[config.mk]
export PLATFORM = sky130hd
export DESIGN_NAME = uart_tx_fifo
export DESIGN_NICKNAME = d
export VERILOG_FILES = /design/src/rtl/uart_tx_fifo.sv
export SDC_FILE = /design/constraint.sdc
export NUM_CORES = 1
export LEC_CHECK = 0
export ABC_CLOCK_PERIOD_IN_PS = 2700
export CORE_MARGIN = 2
export CORE_UTILIZATION = 45
export CTS_CLUSTER_DIAMETER = 50
export DETAILED_ROUTE_END_ITERATION = 10
export PLACE_DENSITY = 0.7
export SLEW_MARGIN = 10
export SYNTH_ARGS = -nofsm -noshare
export SYNTH_HDL_FRONTEND = slang
export SYNTH_SLANG_ARGS = --single-unit
[constraint.sdc]
create_clock -name clk -period 2.7 [get_ports clk]
set_clock_uncertainty 0.1 [all_clocks]
set_input_delay 0.81 -clock clk [delete_from_list [all_inputs] [get_ports clk]]
set_output_delay 0.81 -clock clk [all_outputs]
set_load 0.03 [all_outputs]
[src/rtl/uart_tx_fifo.sv]
// uart_tx_fifo: byte FIFO feeding an 8N1 UART transmitter.
// Handshake: a write is taken on any rising edge where wr_en=1 and the
// registered full flag is 0; a write while full is dropped and latches the
// sticky overflow flag. There is no backpressure beyond full/overflow.
// The transmitter pops the FIFO head only from IDLE, so back-to-back frames
// are separated by exactly one IDLE cycle. tx is a flop that follows the
// state one cycle later, which puts the start bit two edges after the write.
module uart_tx_fifo #(
  parameter int CLKS_PER_BIT = 10417,
  parameter int DEPTH        = 8
) (
  input  logic       clk,
  input  logic       rst,
  input  logic [7:0] data_in,
  input  logic       wr_en,
  output logic       tx,
  output logic       busy,
  output logic       full,
  output logic       empty,
  output logic       overflow
);

  localparam int AW = $clog2(DEPTH);
  localparam int CW = $clog2(CLKS_PER_BIT);

  typedef enum logic [1:0] {IDLE, START, DATA, STOP} state_t;

  state_t        state;
  logic [7:0]    mem [DEPTH];
  logic [AW-1:0] wr_ptr;
  logic [AW-1:0] rd_ptr;
  logic [AW:0]   count;
  logic [CW-1:0] baud;
  logic [2:0]    bit_idx;
  logic [7:0]    shreg;
  logic          push;
  logic          pop;
  logic          bit_done;

  // Status flags come only from registered count and state.
  assign full     = (count == (AW+1)'(DEPTH));
  assign empty    = (count == '0);
  assign busy     = (state != IDLE) || !empty;
  assign push     = wr_en && !full;
  assign pop      = (state == IDLE) && !empty;
  assign bit_done = (baud == CW'(CLKS_PER_BIT - 1));

  // FIFO storage; contents need no reset because count gates every read.
  always_ff @(posedge clk) begin
    if (!rst && push) begin
      mem[wr_ptr] <= data_in;
    end
  end

  // Pointers, occupancy and the sticky overflow flag.
  always_ff @(posedge clk) begin
    if (rst) begin
      wr_ptr   <= '0;
      rd_ptr   <= '0;
      count    <= '0;
      overflow <= 1'b0;
    end else begin
      if (push) wr_ptr <= wr_ptr + AW'(1);
      if (pop)  rd_ptr <= rd_ptr + AW'(1);
      case ({push, pop})
        2'b10:   count <= count + (AW+1)'(1);
        2'b01:   count <= count - (AW+1)'(1);
        default: count <= count;
      endcase
      if (wr_en && full) overflow <= 1'b1;
    end
  end

  // Transmit FSM with registered serial output.
  always_ff @(posedge clk) begin
    if (rst) begin
      state   <= IDLE;
      tx      <= 1'b1;
      baud    <= '0;
      bit_idx <= '0;
      shreg   <= '0;
    end else begin
      case (state)
        IDLE: begin
          tx <= 1'b1;
          if (pop) begin
            shreg   <= mem[rd_ptr];
            baud    <= '0;
            bit_idx <= '0;
            state   <= START;
          end
        end
        START: begin
          tx <= 1'b0;
          if (bit_done) begin
            baud  <= '0;
            state <= DATA;
          end else begin
            baud <= baud + CW'(1);
          end
        end
        DATA: begin
          tx <= shreg[0];
          if (bit_done) begin
            baud  <= '0;
            shreg <= {1'b0, shreg[7:1]};
            if (bit_idx == 3'd7) begin
              state <= STOP;
            end else begin
              bit_idx <= bit_idx + 3'd1;
            end
          end else begin
            baud <= baud + CW'(1);
          end
        end
        STOP: begin
          tx <= 1'b1;
          if (bit_done) begin
            baud  <= '0;
            state <= IDLE;
          end else begin
            baud <= baud + CW'(1);
          end
        end
        default: begin
          tx    <= 1'b1;
          state <= IDLE;
        end
      endcase
    end
  end

endmodule
Yosys cells after proc, flatten, opt, wreduce, memory -nomap -nowiden:

Memories as Yosys holds them, arrays and structs flattened. A register that Yosys moved wholly into a read port is not among the register bits.
Cells that the tools add are included.

* shifts and indexed selects: 0
* divide/modulo/power cells: 0
* mux-type cells: 22
* magnitude comparators: 0
* equal/unequal tests: 14
* add/sub/neg operators: 6
* reductions and logical operators: 18
* bitwise operators: 0
* multipliers: 0

Operators with widths (number)
* $mux 14: 2
* $pmux 14 s2: 1
* $mux 8: 2
* $pmux 8 s2: 1
* $mux 3: 5
* $add 14x1->14 const B: 1
* $eq 14x14->1 const B: 1
* $ne 2x2->1 const B: 6
* $mux 2: 5
* $add 3x1->3 const B: 3
* $pmux 2 s4: 1
* $pmux 4 s2: 1
* $eq 2x2->1 const B: 3
* $pmux 3 s2: 1
* $reduce_bool 2->1: 3
* $reduce_and 5->1: 1
* $add 4x1->4 const B: 1
* $eq 2x1->1 const B: 2
* $eq 4x4->1 const B: 1
* $logic_and 1x1->1: 4
* $logic_not 4->1: 1
* $reduce_and 4->1: 1
* $sub 4x1->4 const B: 1
* $eq 3x3->1 const B: 1
* 8 further kinds: 11

* output and inout bits: 5
* bits in registers: 39
* ROM bits: 0
* memories: 1
* bits in writable memories: 64
* logic and storage cells: 70
* bits in latches: 0

Memory list
* mem: words 8, bits a word 8, read ports 1, clocked after Yosys merged registers in 1, wr ports 1, line 29 `logic [7:0] mem [DEPTH];`

Depth between registers and ports, before layout:

* depth in word-level cells: 6
* gate-level depth with buffers: 11

Worst setup path before layout:

Ideal clock, no wire load.

* kind: reg-to-reg
* start: reg count[1]
* end: reg count[2]
* buffers on the path: 2
* arrival: 2.364 ns
* stages on the path, launching flop included: 12
* path slack: 0.165 ns
* library setup time: 0.071 ns
* data required time: 2.529 ns
* path through: dfxtp_1 > buf_2 > or4b_1 > clkbuf_1 > nand2_2 > ha_1 > xor2_1 > ha_1 > a21oi_1 > xor2_1 > or3_1 > a21oi_1

* word-level cells in the longest chain between the ends: 5
* elaborated cells on any way between the ends: 12

Ends and longest elaborated chain
* start, declared: line 32 `logic [AW:0] count;`
* start signal, assigned: line 66 `2'b10: count <= count + (AW+1)'(1);`
* start signal, assigned: line 67 `2'b01: count <= count - (AW+1)'(1);`
* start signal, assigned: line 68 `default: count <= count;`
* $eq 4x4->1 or $logic_not 4->1 (tied branches): line 41, 42
* $logic_not 1->1 (on tied branches): line 44, 45
* $logic_and 1x1->1 (on tied branches): line 44, 45
* $eq 2x1->1 or $eq 2x2->1 (tied branches): line 65 `case ({push, pop})`
* $pmux 4 s2 or $reduce_bool 2->1 (tied branches)

Several ways; a longest one is shown, not always the timed one.
A chain may end at the register's enable or synchronous reset.

Worst setup path in the final report:

* start: reg state[0]
* end: out busy

* word-level cells in the longest chain between the ends: 2

Ends and longest elaborated chain
* start, declared: line 28 `state_t state;`
* start signal, assigned: line 77 `state <= IDLE;`
* start signal, assigned: line 90 `state <= START;`
* start signal, assigned: line 97 `state <= DATA;`
* $reduce_bool 2->1: line 43 `assign busy = (state != IDLE) || !empty;`
* $logic_or 1x1->1: line 43
* end, declared: line 17 `output logic busy,`

Every way passes these cells.

==> summary.txt <==
Status
  • Run status: completed

Floorplanning
  • DIE HEIGHT: 106 µm
  • Initial core utilization: 46.0%
  • Num ports: 16
  • Site Rows: 37
  • Die area: 11300 µm²
  • Core area: 10300 µm²
  • Die X-Extent: 106 µm

Place
  • # port buffers: 15
  • Placed instance count: 519
  • Gpl congestion: 0.831
  • Hpwl dp: 5.85 mm

Timing
  • Max-slew headroom: 47.6%
  • Fin crit period: 2.61 ns
  • Final hold vios: 0
  • Max Fclk: 0.383 GHz
  • Final setup violation count: 0
  • Slew @ Worst Pin: 0.784 ns
  • Period utilization: 96.8%
  • Fin Setup TNS: 0 ns
  • RSZ-0062 raised after global routing: yes
  • Final slew viol count: 0

Logic synthesis
  • Post-synth EDFFs: 64
  • Seq/Total Area, Yosys: 58.5%
  • Synth Register Bits: 106
  • Synthesized Nets: 391
  • Ys Warns: 0
  • Synth Flop Type: edfxtp_1
  • Ys async rst share: 0%
  • Synthesized area: 4720 µm²
  • Synth Instances: 366
  • Unique masters post-synth: 58
  • Post-Syn Area per Cell: 12.9 µm²

Setup path
  • Critical Path RT: 1.79 ns
  • Reg2Reg Depth: 12
  • CP Max Fanout: 4
  • CP Capture Type: primary output
  • Worst r2r dst: count[2]
  • Reg2reg setup slack: 0.26 ns
  • Crit path arrival time: 1.70 ns
  • Setup crit start kind: flip-flop
  • Worst r2r src: state[0]
  • Critical path class: reg -> out
  • Critical path launch point: state[0]

Clock tree
  • Clock slew at reported path FFs: 0.12 ns
  • CTS tree: built
  • Worst skew pair latency: 0.38 ns
  • CTS Root Cell: clkbuf_8
  • Maximum buffer depth of the clock tree: 2
  • H-Tree Depth: 3
  • TritonCTS buffer count: 9
  • Post-CTS setup buffers: 0
  • Hold Buf Count CTS: 0
  • CTS sink cnt: 106

Cells and area
  • Diode count: 0
  • P&R area growth vs syn: 12.6%
  • Share of cells above drive strength 1: 18.8%
  • Final Net Count: 419
  • Most common cell after layout, fill and taps aside: edfxtp_1
  • Final Non-Filler Cells: 535
  • Most frequent cells in the layout: 64 x edfxtp_1, 40 x dfxtp_1, 26 x nor2_1, 24 x buf_4

Pwr
  • Lkg Pwr: 1.75 nW
  • Power consumption: 4.75 mW
  • Max VDD drop: 0.391 mV
  • Pwr/cell area: 892 nW/µm²

Hold path
  • Min-Delay Path Depth: 2
  • Worst hold start: rd_ptr[1]
  • Hold Path Class: reg -> reg

Flow run
  • Max-cap violations: 0

Route
  • Routed wire length: 8.70 mm
  • 1st-pass router iterations: 4
  • Routed vias: 2914
  • WL per Instance: 16.3 µm
  • Residual DRC: 0
  • Vias per inst: 5.45
  • Initial DRC count: 142
  • Antenna Nets Post-Route: 0

Global route
  • Largest net degree at the start of global routing: 32
  • Antenna violations before repair: 0
  • Global-route wire length before repair: 14.5 mm
  • GRT overflow: 0
  • Gr usage total: 16.5%
  • Vias in the first global route: 2896
==> power breakdown <==
| part | leakage [nW] | internal [mW] | switching [mW] |
|---|---|---|---|
| Clock | 0.107 | 0.379 | 0.624 |
| Sequential | 0.921 | 1.88 | 0.166 |
| Combinational | 0.725 | 0.758 | 0.939 |
| Total | 1.75 | 3.02 | 1.73 |
==> registers in the layout, summed over array words and instances (netlist names), named ones only <==
signal	flops
mem	64
baud	14
shreg	8
count	4
bit_idx	3
rd_ptr	3
wr_ptr	3
state	2
overflow	1
tx	1
==> cell families (layout without fill, tap and decap cells) <==
family	after synthesis	count (layout)	synth area share [%]
compound gates	60	60	9.67
mux	31	31	9.93
xor+xnor	16	16	2.97
buf+inv	31	64	3.07
flops	106	106	58.5
fa+ha+maj	14	14	3.71
simple gates	108	108	12.2
==> timing repair <==
item | 4_1_cts | 5_1_grt
gates cloned | 0 | 0
hold endpoints to repair | 0 | 0
resized for setup | 1 | 3
endpoints found under the setup margin | 1 | 2
==> worst max-delay path: stages (launching register included) <==
cell	delay, ns
dfxtp_1	0.39
inv_1	0.11
ha_1	0.22
and2_1	0.15
inv_2	0.06
dlygate4sd2_1	0.40
==> how the worst max path moves through the flow <==
stage / endpoint / cells past startpoint
2_1_floorplan: count[2] / 11
3_3_place_gp: count[2] / 9
3_5_place_dp: count[2] / 9
4_1_cts: full / 3
5_1_grt: busy / 4
6_report: busy / 5
==> synth_stat cells, drive strengths merged, types with 2 or more instances <==
| cell | count | share of area [%] |
|---|---|---|
| edfxtp | 64 | 41 |
| dfxtp | 42 | 18 |
| nand2 | 19 | 1.6 |
| a31oi | 8 | 1.1 |
| nor2b | 5 | 0.66 |
| or3 | 4 | 0.53 |
| nor2 | 27 | 2.2 |
| a211oi | 5 | 0.79 |
| nand3 | 18 | 1.9 |
| xor2 | 6 | 1.1 |
| ha | 14 | 3.7 |
| a2111oi | 3 | 0.95 |
| o21ai | 2 | 0.21 |
| a22oi | 4 | 0.64 |
| xnor2 | 10 | 1.9 |
| buf | 11 | 1.5 |
| a21boi | 2 | 0.32 |
| o211ai | 8 | 1.3 |
| o21bai | 2 | 0.32 |
| a22o | 2 | 0.37 |
| nor4 | 2 | 0.58 |
| nor3 | 7 | 0.74 |
| nand2b | 7 | 0.93 |
| clkbuf | 9 | 0.72 |
| a21oi | 14 | 1.6 |
| inv | 11 | 0.87 |
| nand3b | 4 | 0.64 |
| mux2i | 12 | 2.5 |
| mux4 | 12 | 5.7 |
| nand4 | 5 | 0.66 |
| o41ai | 2 | 0.53 |
| and2 | 3 | 0.40 |
| mux2 | 7 | 1.7 |
==> cell type report <==
class	instances	area, µm²
flip-flops and latches	106	2770
clock buffers	9	124
fillers	890	4960
inverters	11	41.3
multi-input cells	229	1820
repair buffers	37	309
well taps	136	170
clock inverters	7	88.8
==> metrics by stage <==
step           util [%]  worst slack [ns]  hold WS, ns  area, µm²
6_report           51.7            0.0870        0.375       5320
5_1_grt            51.7           -0.0171        0.406       5320
4_1_cts            51.7            0.0384        0.376       5310
3_5_place_dp       49.6           -0.0605        0.379       5100
3_3_place_gp       49.6           -0.0468        0.351       5100
2_1_floorplan         -             0.165        0.354       4720
==> per-layer routing <==
metal | share of wire, % | routed length [µm] | track usage (%)
met4 | 1.1 | 96 | 4.27
met3 | 3.3 | 290 | 4.23
met5 | 0 | 0 | 0
met1 | 45 | 3880 | 20.7
met2 | 51 | 4440 | 28.4
No activity file was read; power rests on OpenSTA's default activity.
